`config.mk`:
```
export PLATFORM = sky130hd
export DESIGN_NAME = chunked_wide_adder
export DESIGN_NICKNAME = d
export VERILOG_FILES = /design/src/rtl/adder_pkg.sv /design/src/rtl/ripple_carry_adder.sv /design/src/rtl/chunked_wide_adder.sv
export SDC_FILE = /design/constraint.sdc
export NUM_CORES = 1
export LEC_CHECK = 0
export ABC_AREA = 1
export BUFFER_PORTS_ARGS = -buffer_cell sky130_fd_sc_hd__buf_4
export CAP_MARGIN = 20
export CORE_AREA = 4 4 84 86
export DETAILED_ROUTE_END_ITERATION = 10
export DIE_AREA = 0 0 88 90
export PLACE_DENSITY_LB_ADDON = 0.05
export RECOVER_POWER = 50
export SLEW_MARGIN = 10
export SYNTH_ARGS = -nofsm -noshare
export SYNTH_HDL_FRONTEND = slang
export SYNTH_SLANG_ARGS = --single-unit
```
`constraint.sdc`:
```
create_clock -name clk -period 2.2 [get_ports clk]
set_input_delay 0.44 -clock clk [delete_from_list [all_inputs] [get_ports clk]]
set_output_delay 0.44 -clock clk [all_outputs]
set_load 0.01 [all_outputs]
```
`src/rtl/adder_pkg.sv`:
```
// Shared definitions for the chunked wide adder slice.
//   WIDTH          : per-chunk adder width, chosen at compile time by ADDER_nBIT
//   CHUNKS_DEFAULT : default number of chunks per operand
//   cwa_state_t    : controller states of chunked_wide_adder
//   idx_width()    : width of the chunk index counter for a given chunk count
`ifndef ADDER_nBIT
`define ADDER_nBIT 4
`endif

package adder_pkg;

    localparam int WIDTH          = `ADDER_nBIT;
    localparam int CHUNKS_DEFAULT = 4;

    typedef enum logic [1:0] {IDLE, ADD, DONE} cwa_state_t;

    // A single-chunk build still needs a 1-bit index.
    function automatic int idx_width(input int chunks);
        return (chunks > 1) ? $clog2(chunks) : 1;
    endfunction

endpackage

```
`src/rtl/ripple_carry_adder.sv`:
```
// WIDTH-bit combinational ripple-carry adder used as the per-chunk datapath.
//   a, b : chunk operands
//   cin  : carry into bit 0
//   sum  : a + b + cin (low WIDTH bits)
//   cout : carry out of bit WIDTH-1
module ripple_carry_adder
    import adder_pkg::*;
(
    input  logic [WIDTH-1:0] a,
    input  logic [WIDTH-1:0] b,
    input  logic             cin,
    output logic [WIDTH-1:0] sum,
    output logic             cout
);

    // The carry is carried in a procedural variable so the chain is a plain
    // sequence of full adders rather than a self-referencing vector.
    always_comb begin
        logic carry;
        carry = cin;
        sum   = '0;
        for (int i = 0; i < WIDTH; i++) begin
            sum[i] = a[i] ^ b[i] ^ carry;
            carry  = (a[i] & b[i]) | (carry & (a[i] ^ b[i]));
        end
        cout = carry;
    end

endmodule

```
`src/rtl/chunked_wide_adder.sv`:
```
// Multi-cycle CHUNKS*WIDTH-bit adder that reuses one ripple_carry_adder,
// one WIDTH-bit chunk per cycle, least significant chunk first.
//   clk, rst             : clock and synchronous active-high reset
//   in_valid / in_ready  : operand handshake (a, b, cin)
//   out_valid / out_ready: result handshake (sum, cout, ovf)
//   sum                  : a + b + cin modulo 2^TW
//   cout                 : carry out of the top bit
//   ovf                  : signed overflow
//   busy                 : an operation is in progress or awaiting pickup
module chunked_wide_adder
    import adder_pkg::*;
#(
    parameter int CHUNKS = CHUNKS_DEFAULT
) (
    input  logic                    clk,
    input  logic                    rst,
    input  logic                    in_valid,
    output logic                    in_ready,
    input  logic [CHUNKS*WIDTH-1:0] a,
    input  logic [CHUNKS*WIDTH-1:0] b,
    input  logic                    cin,
    output logic                    out_valid,
    input  logic                    out_ready,
    output logic [CHUNKS*WIDTH-1:0] sum,
    output logic                    cout,
    output logic                    ovf,
    output logic                    busy
);

    localparam int TW = CHUNKS * WIDTH;
    localparam int IW = idx_width(CHUNKS);
    localparam logic [IW-1:0] LAST_IDX = IW'(CHUNKS - 1);

    cwa_state_t        state_reg, state_next;
    logic [TW-1:0]     a_sh_reg, b_sh_reg, sum_sh_reg, sum_reg;
    logic [IW-1:0]     idx_reg;
    logic              carry_reg, sign_a_reg, sign_b_reg;
    logic              cout_reg, ovf_reg;

    logic [WIDTH-1:0]  adder_sum;
    logic              adder_cout;
    logic [TW-1:0]     sum_sh_next;
    logic              accept;
    logic              last_chunk;

    ripple_carry_adder u_rca (
        .a    (a_sh_reg[WIDTH-1:0]),
        .b    (b_sh_reg[WIDTH-1:0]),
        .cin  (carry_reg),
        .sum  (adder_sum),
        .cout (adder_cout)
    );

    // New chunk results enter from the top so that after CHUNKS steps the
    // first chunk has reached the bottom of the register.
    generate
        if (CHUNKS == 1) begin : g_single
            assign sum_sh_next = adder_sum;
        end else begin : g_multi
            assign sum_sh_next = {adder_sum, sum_sh_reg[TW-1:WIDTH]};
        end
    endgenerate

    assign in_ready   = (state_reg == IDLE) && !rst;
    assign out_valid  = (state_reg == DONE);
    assign busy       = (state_reg != IDLE);
    assign accept     = in_valid && in_ready;
    assign last_chunk = (idx_reg == LAST_IDX);

    assign sum  = sum_reg;
    assign cout = cout_reg;
    assign ovf  = ovf_reg;

    always_comb begin
        state_next = state_reg;
        case (state_reg)
            IDLE:    if (accept)     state_next = ADD;
            ADD:     if (last_chunk) state_next = DONE;
            DONE:    if (out_ready)  state_next = IDLE;
            default:                 state_next = IDLE;
        endcase
    end

    always_ff @(posedge clk) begin
        if (rst) begin
            state_reg  <= IDLE;
            a_sh_reg   <= '0;
            b_sh_reg   <= '0;
            sum_sh_reg <= '0;
            sum_reg    <= '0;
            idx_reg    <= '0;
            carry_reg  <= 1'b0;
            sign_a_reg <= 1'b0;
            sign_b_reg <= 1'b0;
            cout_reg   <= 1'b0;
            ovf_reg    <= 1'b0;
        end else begin
            state_reg <= state_next;
            case (state_reg)
                IDLE: begin
                    if (accept) begin
                        a_sh_reg   <= a;
                        b_sh_reg   <= b;
                        carry_reg  <= cin;
                        sign_a_reg <= a[TW-1];
                        sign_b_reg <= b[TW-1];
                        idx_reg    <= '0;
                    end
                end
                ADD: begin
                    a_sh_reg   <= a_sh_reg >> WIDTH;
                    b_sh_reg   <= b_sh_reg >> WIDTH;
                    sum_sh_reg <= sum_sh_next;
                    carry_reg  <= adder_cout;
                    idx_reg    <= idx_reg + IW'(1);
                    if (last_chunk) begin
                        // Output registers only change here, so they stay
                        // stable through DONE and IDLE.
                        sum_reg  <= sum_sh_next;
                        cout_reg <= adder_cout;
                        ovf_reg  <= (sign_a_reg == sign_b_reg) &&
                                    (adder_sum[WIDTH-1] != sign_a_reg);
                    end
                end
                default: ;
            endcase
        end
    end

endmodule

```
=== Word-level counts from Yosys, hierarchy flattened ===
Cells that the tools add are included.

* Word-level logic and storage cells: 63
* Input bits: 37
* Register bits: 73

* Reduce and logical (&&, ||, !) cells: 11
* Add/sub/neg operators: 1
* Bitwise gates (word level): 20
* Eq/ne operators: 8
* Muxes and demuxes: 12

{| class="wikitable"
|+ Operators with widths
! operator !! count
|-
| $pmux 16 s2 || 2
|-
| $mux 16 || 2
|-
| $and 1x1->1 || 8
|-
| $mux 2 || 4
|-
| $xor 1x1->1 || 8
|-
| $pmux 2 s3 || 1
|-
| $reduce_and 2->1 || 3
|-
| $eq 2x2->1 const B || 2
|-
| $ne 2x2->1 const B || 2
|-
| $or 1x1->1 || 4
|-
| $pmux 2 s2 || 1
|-
| $reduce_bool 2->1 || 2
|-
| $logic_and 1x1->1 || 3
|-
| $reduce_and 3->1 || 1
|-
| $add 2x1->2 const B || 1
|-
| $eq 2x1->1 const B || 1
|-
| $logic_not 2->1 || 1
|-
| $ne 2x1->1 const B || 1
|-
| $pmux 1 s2 || 1
|-
| $eq 1x1->1 || 1
|-
| $logic_not 1->1 || 1
|-
| $mux 1 || 1
|-
| $ne 1x1->1 || 1
|}

=== Depth between registers and ports, before layout ===
* Word-level depth: 10
* Depth in mapped cells: 12
* Gate-level depth less buffers: 12

=== By module ===
A second synthesis with hierarchy kept.

* Cells, all modules: 476
* Area, all modules: 3,270.6 um^2

{| class="wikitable"
|+ Modules (own cells, without submodules)
! module !! cells each !! area each (um^2) !! times used !! seq. area each (um^2)
|-
| chunked_wide_adder || 462 || 3,153.0 || 1 || 1,381.3
|-
| ripple_carry_adder || 14 || 117.6 || 1 || 0.0
|}

=== Least setup slack after synthesis ===
No wires, ideal clock.

* Kind: reg2reg
* Start point: reg a_sh_reg[0]
* End point: reg ovf_reg, in the netlist ovf
* Setup slack: -0.194 ns
* Arrival time: 2.330 ns
* Clock period less this slack: 2.394 ns
* Data required time: 2.136 ns
* Stages on the path, launching flop included: 12
* Buffers on the path: 0
* Cells stage by stage: dfxtp_1 fa_1 inv_1 fa_1 inv_1 fa_1 inv_1 fa_1 or2_2 o21ai_0 nor2_1 nor2_1

* Word-level cells in the longest chain between the ends: 10
* Elaborated cells between the ends (all ways): 11
* Classes of those cells: eq/ne (1); bitwise (9); reduce/logical (1)

{| class="wikitable"
|+ Ends and longest elaborated chain
! what !! RTL line !! source
|-
| from (decl) || chunked_wide_adder.sv:35 || <nowiki>logic [TW-1:0] a_sh_reg, b_sh_reg, sum_sh_reg, sum_reg;</nowiki>
|-
| from (signal assigned) || chunked_wide_adder.sv:111 || <nowiki>a_sh_reg <= a_sh_reg >> WIDTH;</nowiki>
|-
| $xor 1x1->1 || ripple_carry_adder.sv:24 || <nowiki>carry = (a[i] & b[i]) | (carry & (a[i] ^ b[i]));</nowiki>
|-
| $and 1x1->1 || ripple_carry_adder.sv:24 ||
|-
| $or 1x1->1 (*) || ripple_carry_adder.sv:24 ||
|-
| $and 1x1->1 (*) || ripple_carry_adder.sv:24 ||
|-
| $or 1x1->1 (*) || ripple_carry_adder.sv:24 ||
|-
| $and 1x1->1 (*) || ripple_carry_adder.sv:24 ||
|-
| $or 1x1->1 (*) || ripple_carry_adder.sv:24 ||
|-
| $xor 1x1->1 (*) || ripple_carry_adder.sv:23 || <nowiki>sum[i] = a[i] ^ b[i] ^ carry;</nowiki>
|-
| $ne 1x1->1 (*) || chunked_wide_adder.sv:122 || <nowiki>(adder_sum[WIDTH-1] != sign_a_reg);</nowiki>
|-
| $logic_and 1x1->1 (*) || chunked_wide_adder.sv:121 || <nowiki>ovf_reg <= (sign_a_reg == sign_b_reg) &&</nowiki>
|-
| to (signal assigned) || chunked_wide_adder.sv:121 ||
|-
| to (decl) || chunked_wide_adder.sv:38 || <nowiki>logic cout_reg, ovf_reg;</nowiki>
|}

Every way passes the cells marked *; elsewhere a longest branch is shown, timed or not.
A chain may end at the register's enable or synchronous reset.

=== Final worst setup path ===
Ends and elaborated chain as after synthesis.

==> results.tsv <==
stage	metric	value	unit
run_status	outcome	finished, violations left	
run_status	violated checks	setup timing	
floorplan	Std-Cell Rows	29	
sta	final setup TNS	-0.1174	ns
synth	Synth Flop Type	dfxtp_1	
floorplan	Initial Util	0.4838	
synth	Mapped Nets	469	
floorplan	Die H	90	um
synth	count of different cell masters after synthesis	22	
place	PortBufs	57	
synth	Post-Synthesis Mean Instance Area	7.112	um^2
drt	DR iter-0 viols	85	
worst_setup_path	crit end category	register	
drt	Routed Antenna Nets	0	
synth	Mapped Area	0.003037	mm^2
layout	final core utilization	0.5727	
worst_setup_path	Critical Path Start	a_sh_reg[0]$_SDFFE_PP0P_	
floorplan	die area	0.007920	mm^2
cts	clock sinks	69	
sta	Setup Skew	0.005670	ns
worst_setup_path	critical path class	reg -> reg	
drt	routed vias/inst	4.881	
cts	Clk Latency, worst-skew pair	0.34	ns
drt	via count	2714	
layout	# fillers	650	
synth	synth warn	0	
sta	Slew Viols, Final	0	
floorplan	Core Footprint	0.006277	mm^2
synth	Area contributors post-synth	dfxtp_1 45%, nand2_1 14%, nor2_1 12%, o21ai_0 4.9%, nand3b_1 4.4%	
power	peak supply drop	0.3974	mV
sta	period utilization	1.053	
sta	minimum clock period	2.317	ns
worst_hold_path	hold path start	rst	
cts	cts bufs inserted	9	
sta	Slew HR	0.4300	
floorplan	die width	88	um
sta	fmax	431.5	MHz
sta	final number of setup-violating endpoints	1	
global_routing	first-pass GRT wire length	11660	um
floorplan	Ports	58	
worst_setup_path	Startpoint Class	register	
layout	Antenna diodes	0	
synth	Synth top area share	0.4549	
synth	Post-synth EDFFs	0	
power	Power Density	779.5	mW/mm^2
global_routing	vias in the first global route	2477	
worst_setup_path	Reg-to-Reg Start	a_sh_reg[0]$_SDFFE_PP0P_	
worst_setup_path	critical path required time	2.48	ns
layout	fin area	0.003595	mm^2
place	Post-DP Area	0.003461	mm^2
synth	Synth area leader	dfxtp_1	
layout	share of cells above drive strength 1	0.1691	
layout	fin nets	516	
cts	CTS tree	yes	
synth	Async SR Flop Fraction	0	
worst_hold_path	worst min-delay path class	in -> reg	
synth	sequential share of the synthesized area	0.4549	
synth	synth cell count leaders	117 x nand2_1, 96 x nor2_1, 69 x dfxtp_1	
synth	post-synthesis register bit count	69	
layout	Synth-to-Final Area Change	18.38	%
drt	DRT Pass-1 Iters	4	
cts	worst-case clock buffer depth	2	
global_routing	Global Route Usage Sum	0.1839	
cts	Clock transition at path regs	0.08	ns
place	Final GP Congestion	0.7525	
sta	final worst setup slack	-0.1174	ns
global_routing	GR Overflow Total	0	
drt	# DRC	0	
sta	slew of the pin with the lowest slew margin	0.8551	ns
global_routing	largest net degree at the start of global routing	56	
worst_setup_path	Worst EP arrival	2.60	ns
sta	final hold violations	0	
cts	Root Driver	clkbuf_8	
sta	WHS	0.3529	ns
synth	most numerous cell in the Yosys netlist	nand2_1	
power	Leakage	1.684	nW
drt	Routed WL per cell	12.26	um
cts	H-tree depth	3	
synth	Gate Count Post-Synth	427	
power	total power	2.802	mW
place	Final HPWL DP	4404	um
flow_run	# Max-Cap Violations	0	
drt	Total Wirelength	6817	um
sta	unrepaired setup endpoints after global routing	yes	
global_routing	initial antenna violation count	0	
worst_setup_path	Worst Path Max Fanout	2	
==> cells by family after synthesis <==
family                     Yosys count  synth area share
buffers and inverters               46           0.07705
adders and majority gates            5           0.03049
AOI/OAI and AO/OA                   53           0.08735
and+or+nand+nor                    254            0.3502
DFF                                 69            0.4549
==> final timing paths <==
kind / endpoint / slack [ns] / cells past startpoint
max: ovf$_SDFFE_PP0P_ / -0.12 / 11
min: carry_reg$_SDFFE_PP0P_ / 0.35 / 2
max reg2reg: ovf$_SDFFE_PP0P_ / -0.12 / 11
min reg2reg: b_sh_reg[12]$_SDFFE_PP0P_ / 0.47 / 2
==> power breakdown <==
part	internal [mW]	switching (mW)	total, mW
Sequential	1.33	0.0402	1.37
Clock	0.526	0.499	1.03
Combinational	0.180	0.231	0.410
==> critical path, cell delays in order (launching register included) <==
cell,delay [ns]
dfxtp_2,0.34
fa_2,0.38
inv_2,0.06
fa_2,0.18
inv_2,0.04
fa_2,0.33
inv_2,0.07
fa_1,0.40
or2_4,0.24
o21ai_2,0.10
nor2_1,0.04
nor2_1,0.10
==> stage by stage <==
| stage | setup WS [ns] | std cells |
|---|---|---|
| 5_1_grt | -0.2395 | 556 |
| 6_report | -0.1174 | 556 |
| 2_1_floorplan | -0.1176 | 427 |
| 3_5_place_dp | -0.1573 | 540 |
| 3_3_place_gp | -0.1509 | 540 |
| 4_1_cts | -0.1528 | 556 |
==> cells in the final DEF (no fill, tap or decap), drive strengths merged <==
master | netlist | routed
nand3b | 18 | 18
or2 | 1 | 1
fa | 4 | 4
dfxtp | 69 | 69
nand2 | 118 | 118
a21oi | 22 | 22
bufinv | 0 | 1
inv | 18 | 18
clkinvlp | 0 | 2
clkbuf | 8 | 29
nand3 | 16 | 16
clkinv | 0 | 4
nand4 | 2 | 2
nor2 | 99 | 99
o21ai | 31 | 31
buf | 20 | 44
ha | 1 | 1
==> what timing repair did <==
item | CTS | global route
gates resized for setup | 1 | 3
setup buffers | 0 | 0
endpoints found under the setup margin | 1 | 2
hold buffers | 0 | 0
pin swaps | 2 | 4
==> area by class of cell <==
type / instances / area (um^2) / area share
clock buffer: 9 / 123.9 / 0.03446
timing repair buffer: 64 / 407.9 / 0.1135
sequential: 69 / 1384 / 0.3850
clock inverter: 7 / 76.32 / 0.02123
tap: 77 / 96.34 / 0.02680
inverter: 18 / 67.56 / 0.01880
multi-input combinational: 312 / 1439 / 0.4003
==> layer usage <==
layer | wire (um) | global-route usage | up-vias
met1 | 3162 | 0.2345 | 1216
met2 | 3233 | 0.2984 | 51
li1 | - | - | 1434
met5 | 0 | 0 | -
met4 | 116 | 0.06905 | 0
met3 | 303 | 0.04205 | 13
Note: power is estimated with default switching activity, not from simulation.
